`src/rtl/pc_fetch_sequencer.sv`:
```
// Next-PC controller: owns the fetch address, issues it over valid/ready,
// arbitrates redirects and kills responses fetched before a redirect.
module pc_fetch_sequencer #(
    parameter logic [31:0] RESET_PC        = 32'h8000_0000,
    parameter int          MAX_OUTSTANDING = 2,
    parameter int          CNT_W           = 2
) (
    input  logic             I_clk,
    input  logic             I_rst_n,
    input  logic             I_trap_valid,
    input  logic [31:0]      I_trap_pc,
    input  logic             I_br_valid,
    input  logic [31:0]      I_br_pc,
    input  logic             I_stall,
    output logic             O_pc_valid,
    output logic [31:0]      O_pc,
    input  logic             I_pc_ready,
    input  logic             I_rsp_valid,
    output logic             O_rsp_kill,
    output logic             O_flush,
    output logic [CNT_W-1:0] O_outstanding
);

    typedef enum logic [1:0] {
        ST_BOOT  = 2'd0,
        ST_RUN   = 2'd1,
        ST_REDIR = 2'd2
    } state_t;

    state_t           state_q, state_d;
    logic [31:0]      pc_q, pc_d;
    logic [CNT_W-1:0] out_q, out_d;
    logic [CNT_W-1:0] kill_q, kill_d;

    logic        redir;
    logic [31:0] target;
    logic        issue_ok;
    logic        hs;
    logic        rsp_ok;

    // Gating with I_rst_n keeps flush/kill quiet while reset is held.
    assign redir  = I_rst_n && (I_trap_valid || I_br_valid);
    assign target = I_trap_valid ? {I_trap_pc[31:1], 1'b0} : {I_br_pc[31:1], 1'b0};

    assign issue_ok = (state_q != ST_BOOT) && !I_stall && !redir
                      && (out_q < CNT_W'(MAX_OUTSTANDING));
    assign hs       = issue_ok && I_pc_ready;

    // A response with nothing in flight is a protocol error and is ignored.
    assign rsp_ok = I_rsp_valid && (out_q != '0);

    assign O_pc_valid    = issue_ok;
    assign O_pc          = pc_q;
    assign O_flush       = redir;
    assign O_rsp_kill    = rsp_ok && ((kill_q != '0) || redir);
    assign O_outstanding = out_q;

    always_comb begin
        state_d = state_q;
        pc_d    = pc_q;
        out_d   = out_q + CNT_W'(hs) - CNT_W'(rsp_ok);
        kill_d  = kill_q;

        if (hs) begin
            pc_d = pc_q + 32'd4;
        end

        if (redir) begin
            pc_d    = target;
            state_d = ST_REDIR;
            kill_d  = out_q - CNT_W'(rsp_ok);
        end else begin
            if (rsp_ok && (kill_q != '0)) begin
                kill_d = kill_q - CNT_W'(1);
            end
            case (state_q)
                ST_BOOT:  state_d = ST_RUN;
                ST_REDIR: if (hs) state_d = ST_RUN;
                default:  state_d = state_q;
            endcase
        end
    end

    always_ff @(posedge I_clk or negedge I_rst_n) begin
        if (!I_rst_n) begin
            state_q <= ST_BOOT;
            pc_q    <= RESET_PC;
            out_q   <= '0;
            kill_q  <= '0;
        end else begin
            state_q <= state_d;
            pc_q    <= pc_d;
            out_q   <= out_d;
            kill_q  <= kill_d;
        end
    end

endmodule

```
`config.mk`:
```
export PLATFORM = sky130hd
export DESIGN_NAME = pc_fetch_sequencer
export DESIGN_NICKNAME = d
export VERILOG_FILES = /design/src/rtl/pc_fetch_sequencer.sv
export SDC_FILE = /design/constraint.sdc
export NUM_CORES = 1
export LEC_CHECK = 0
export CORE_UTILIZATION = 35
export CTS_CLUSTER_SIZE = 28
export DETAILED_ROUTE_END_ITERATION = 8
export PLACE_DENSITY = 0.66
export SYNTH_ARGS = -nofsm -noshare
export SYNTH_HDL_FRONTEND = slang
export SYNTH_SLANG_ARGS = --single-unit
```
`constraint.sdc`:
```
create_clock -name I_clk -period 2.1 [get_ports I_clk]
set_clock_uncertainty 0.05 [all_clocks]
set_input_delay 0.525 -clock I_clk [delete_from_list [all_inputs] [get_ports I_clk]]
set_output_delay 0.525 -clock I_clk [all_outputs]
set_load 0.02 [all_outputs]
```
==> flow_summary.json <==
{
  "fillers": 651,
  "detail_route.vias_per_cell": 5.086,
  "p_leak_nw": 1.421,
  "die_w_um": 85.94,
  "ys.warnings.count": 0,
  "number_of_hold_slack_violations_in_the_final_timing_report": 0,
  "worst_hold_slack_ns": 0.3233,
  "antenna_found_initial": 0,
  "drtAntennaViolNets": 0,
  "final.period_utilization_pct": 98.48,
  "fp-row-count": 30,
  "period_needed_ns": 2.068,
  "remaining_global_route_overflow": 0,
  "post-synth-top-count-cell": "sky130_fd_sc_hd__dfrtp_1",
  "grt_first_pass_wirelength_um": 11500,
  "post_synth_most_frequent_cells": "sky130_fd_sc_hd__dfrtp_1 (36), sky130_fd_sc_hd__a211oi_1 (28), sky130_fd_sc_hd__nor2b_1 (28)",
  "cts_buffers": 5,
  "cts_tree": "done",
  "die_height_um": 85.94,
  "crit_required_ns": 2.23,
  "fmax_ghz": 0.4835,
  "worst_path_largest_cell_delay_ns": 0.53,
  "drt-total-wl_um": 6900,
  "slew-limit-headroom_pct": 61.63,
  "outcome": "finished clean",
  "critPathArrivalTime_ns": 2.19,
  "vias": 2533,
  "synth_fp_nets": 363,
  "fraction_of_layout_instances_using_a_drive_strength_above_1_pct": 11.69,
  "type_of_origin_of_the_critical_path": "input pin",
  "tightestPinTransition_ns": 0.5756,
  "critical_path.top_delay_family": "simple AND/OR/NAND/NOR gates",
  "max-clock-path-buffers": 2,
  "powerDensity_nw_per_um2": 708.7,
  "setup.worst_path.class": "in2reg",
  "power.ir.vdd_worst_uv": 286.9,
  "place.gp.congestion": 0.7927,
  "ys.flop_type": "sky130_fd_sc_hd__dfrtp_1",
  "critPathCaptureType": "register",
  "critPathBufInv": 1,
  "synth_async_sr_flop_share_pct": 100.0,
  "clkSlewWorstSetupHoldPaths_ns": 0.08,
  "synthesized_netlist_cell_count": 287,
  "crit_chain": "clkdlybuf4s50_1, nand4_2, or4_4, o31a_1, o31a_1",
  "min_path_type": "in2async",
  "port_buffers": 104,
  "netlist_area_um2": 2466,
  "ys_seq_elements": 37,
  "clockRootBuffer": "sky130_fd_sc_hd__clkbuf_8",
  "synthDominantCellAreaShare_pct": 36.53,
  "cts.htree.levels": 2,
  "diodes": 0,
  "crit_top_cell": "sky130_fd_sc_hd__o31a_1",
  "netlist.top_cell.by_area": "sky130_fd_sc_hd__dfrtp_1",
  "max-cap-violations": 0,
  "firstDrtPassIters": 4,
  "synth.yosys.seq_area_share_pct": 37.60,
  "critPathSlowestCell": "sky130_fd_sc_hd__clkdlybuf4s50_1",
  "holdBufCountCts": 0,
  "dp.cells": 489,
  "remaining_drc_errors": 0,
  "worstPathMaxFanout": 4,
  "post_layout_nonfiller_instances": 498,
  "grt_setup_unrepaired": "false",
  "clock_latency_at_the_later_pin_of_the_worst_skew_pair_ns": 0.29,
  "num_io_pins": 108,
  "global_route_total_usage_across_every_layer_pct": 19.69,
  "core_area_um2": 6794,
  "starting_utilization_of_the_core_area_pct": 36.30,
  "avgSynthCellArea_um2": 8.593,
  "grt_max_degree": 60,
  "area_growth_syn_to_layout_pct": 54.64,
  "finalMaxSlewViolations": 0,
  "fp.dieArea_um2": 7386,
  "post_detailed_route_wirelength_per_cell_um": 13.86,
  "synth_top_cells_by_area": "sky130_fd_sc_hd__dfrtp_1 (37%), sky130_fd_sc_hd__a211oi_1 (8.5%), sky130_fd_sc_hd__nor2b_1 (7.1%)",
  "numClockSinks": 37,
  "setup-violations-final": 0,
  "drtIter0Drc": 102,
  "via_count_of_the_first_global_routing_pass": 2406,
  "netlist-cell-type-count": 37,
  "hpwl_after_detailed_placement_um": 5045,
  "number_of_synthesized_flops_with_an_enable_pin": 0,
  "final_net_count": 477
}
cells in the final DEF, fill, tap and decap left out, types with 4 or more instances in the layout:
master and n:
sky130_fd_sc_hd__nand4_1 6, sky130_fd_sc_hd__nor2b_1 28, sky130_fd_sc_hd__or3_1 10, sky130_fd_sc_hd__nor2_1 4
sky130_fd_sc_hd__inv_1 12, sky130_fd_sc_hd__nor4_1 7, sky130_fd_sc_hd__a21oi_1 18, sky130_fd_sc_hd__buf_2 4
sky130_fd_sc_hd__o21ai_0 16, sky130_fd_sc_hd__ha_1 4, sky130_fd_sc_hd__a211oi_1 28, sky130_fd_sc_hd__nand2_1 22
sky130_fd_sc_hd__a31oi_1 12, sky130_fd_sc_hd__buf_4 19, sky130_fd_sc_hd__xnor2_1 17, sky130_fd_sc_hd__xor2_1 4
sky130_fd_sc_hd__nand3_1 11, sky130_fd_sc_hd__clkbuf_8 5, sky130_fd_sc_hd__nor3_1 5, sky130_fd_sc_hd__dfrtp_1 36
sky130_fd_sc_hd__clkdlybuf4s50_1 97
state kept, by name, summed over array words and instances (netlist names):
register / count
state_q: 2
O_pc: 31
O_outstanding: 2
kill_q: 2
path summary, 6_finish.rpt:
check	start	to	slack, ns	cells after the start
setup reg to reg	O_pc[9]	O_pc[25]	0.06	5
hold reg to reg	state_q[1]	state_q[0]	0.41	1
max in group asynchronous	I_rst_n	O_pc[31]	1.29	2
min in group I_clk	state_q[1]	state_q[0]	0.41	1
hold / removal	I_rst_n	O_pc[21]	0.32	2
setup / recovery	I_pc_ready	O_pc[25]	0.03	5
area by class of cell:
| cell class | instances | area [µm²] | area share (%) |
|---|---|---|---|
| inverters | 12 | 45.04 | 1.181 |
| multi-input cells | 221 | 1464 | 38.39 |
| well taps | 96 | 120.1 | 3.150 |
| clock inverters | 2 | 10.01 | 0.2625 |
| flip-flops and latches | 37 | 927.1 | 24.31 |
| clock buffers | 6 | 72.57 | 1.903 |
| repair buffers | 124 | 1175 | 30.81 |
through the flow:
stage          power (W)  utilization (%)  area [µm²]  setup slack, ns  setup TNS (ns)
2_1_floorplan   0.001667                -        2520         -0.03673        -0.03673
3_3_place_gp    0.002196            54.70        3716          -0.4561          -8.863
3_5_place_dp    0.002225            54.70        3716          -0.4863          -9.840
4_1_cts         0.002729            55.99        3804        0.0005427               0
5_1_grt         0.002889            56.13        3814         0.007595               0
6_report        0.002703            56.13        3814          0.03190               0
power breakdown:
group / leakage (nW) / total (W) / internal, W / switching (W)
clock: 0.0450 / 0.000488 / 0.000230 / 0.000258
combinational: 0.957 / 0.00120 / 0.000614 / 0.000588
sequential: 0.419 / 0.00101 / 0.000856 / 0.000156
repair_timing:
action                                  in CTS  in global routing
endpoints found under the setup margin      19                 12
pin swaps                                    3                  1
gates resized for setup                     10                  5
setup buffers                                1                  0
worst reg2reg max path: cells and delay by family (launching register included):
| family | cells | cell delay [ns] |
|---|---|---|
| AOI/OAI and AO/OA | 2 | 0.57 |
| DFF | 1 | 0.42 |
| and+or+nand+nor | 3 | 0.90 |
cell families (layout without fill, tap and decap cells):
family          count (synthesis)  after routing  synth area share, %
compound gates                 78             78                19.69
xor+xnor                       22             22                7.813
fa+ha+maj                       5              5                2.537
buf+inv                        29            144                4.566
flops                          37             37                37.60
mux                             3              3                1.218
other cells                     1              1               0.1521
simple gates                  112            112                26.43
layer usage:
| layer | vias up | wire length, µm | global-route usage [%] |
|---|---|---|---|
| met3 | 10 | 316 | 3.946 |
| met4 | 0 | 123 | 5.606 |
| met5 | - | 0 | 0 |
| met2 | 68 | 3255 | 32.97 |
| li1 | 1276 | - | - |
| met1 | 1179 | 3204 | 25.72 |
Note: power is estimated with default switching activity, not from simulation.
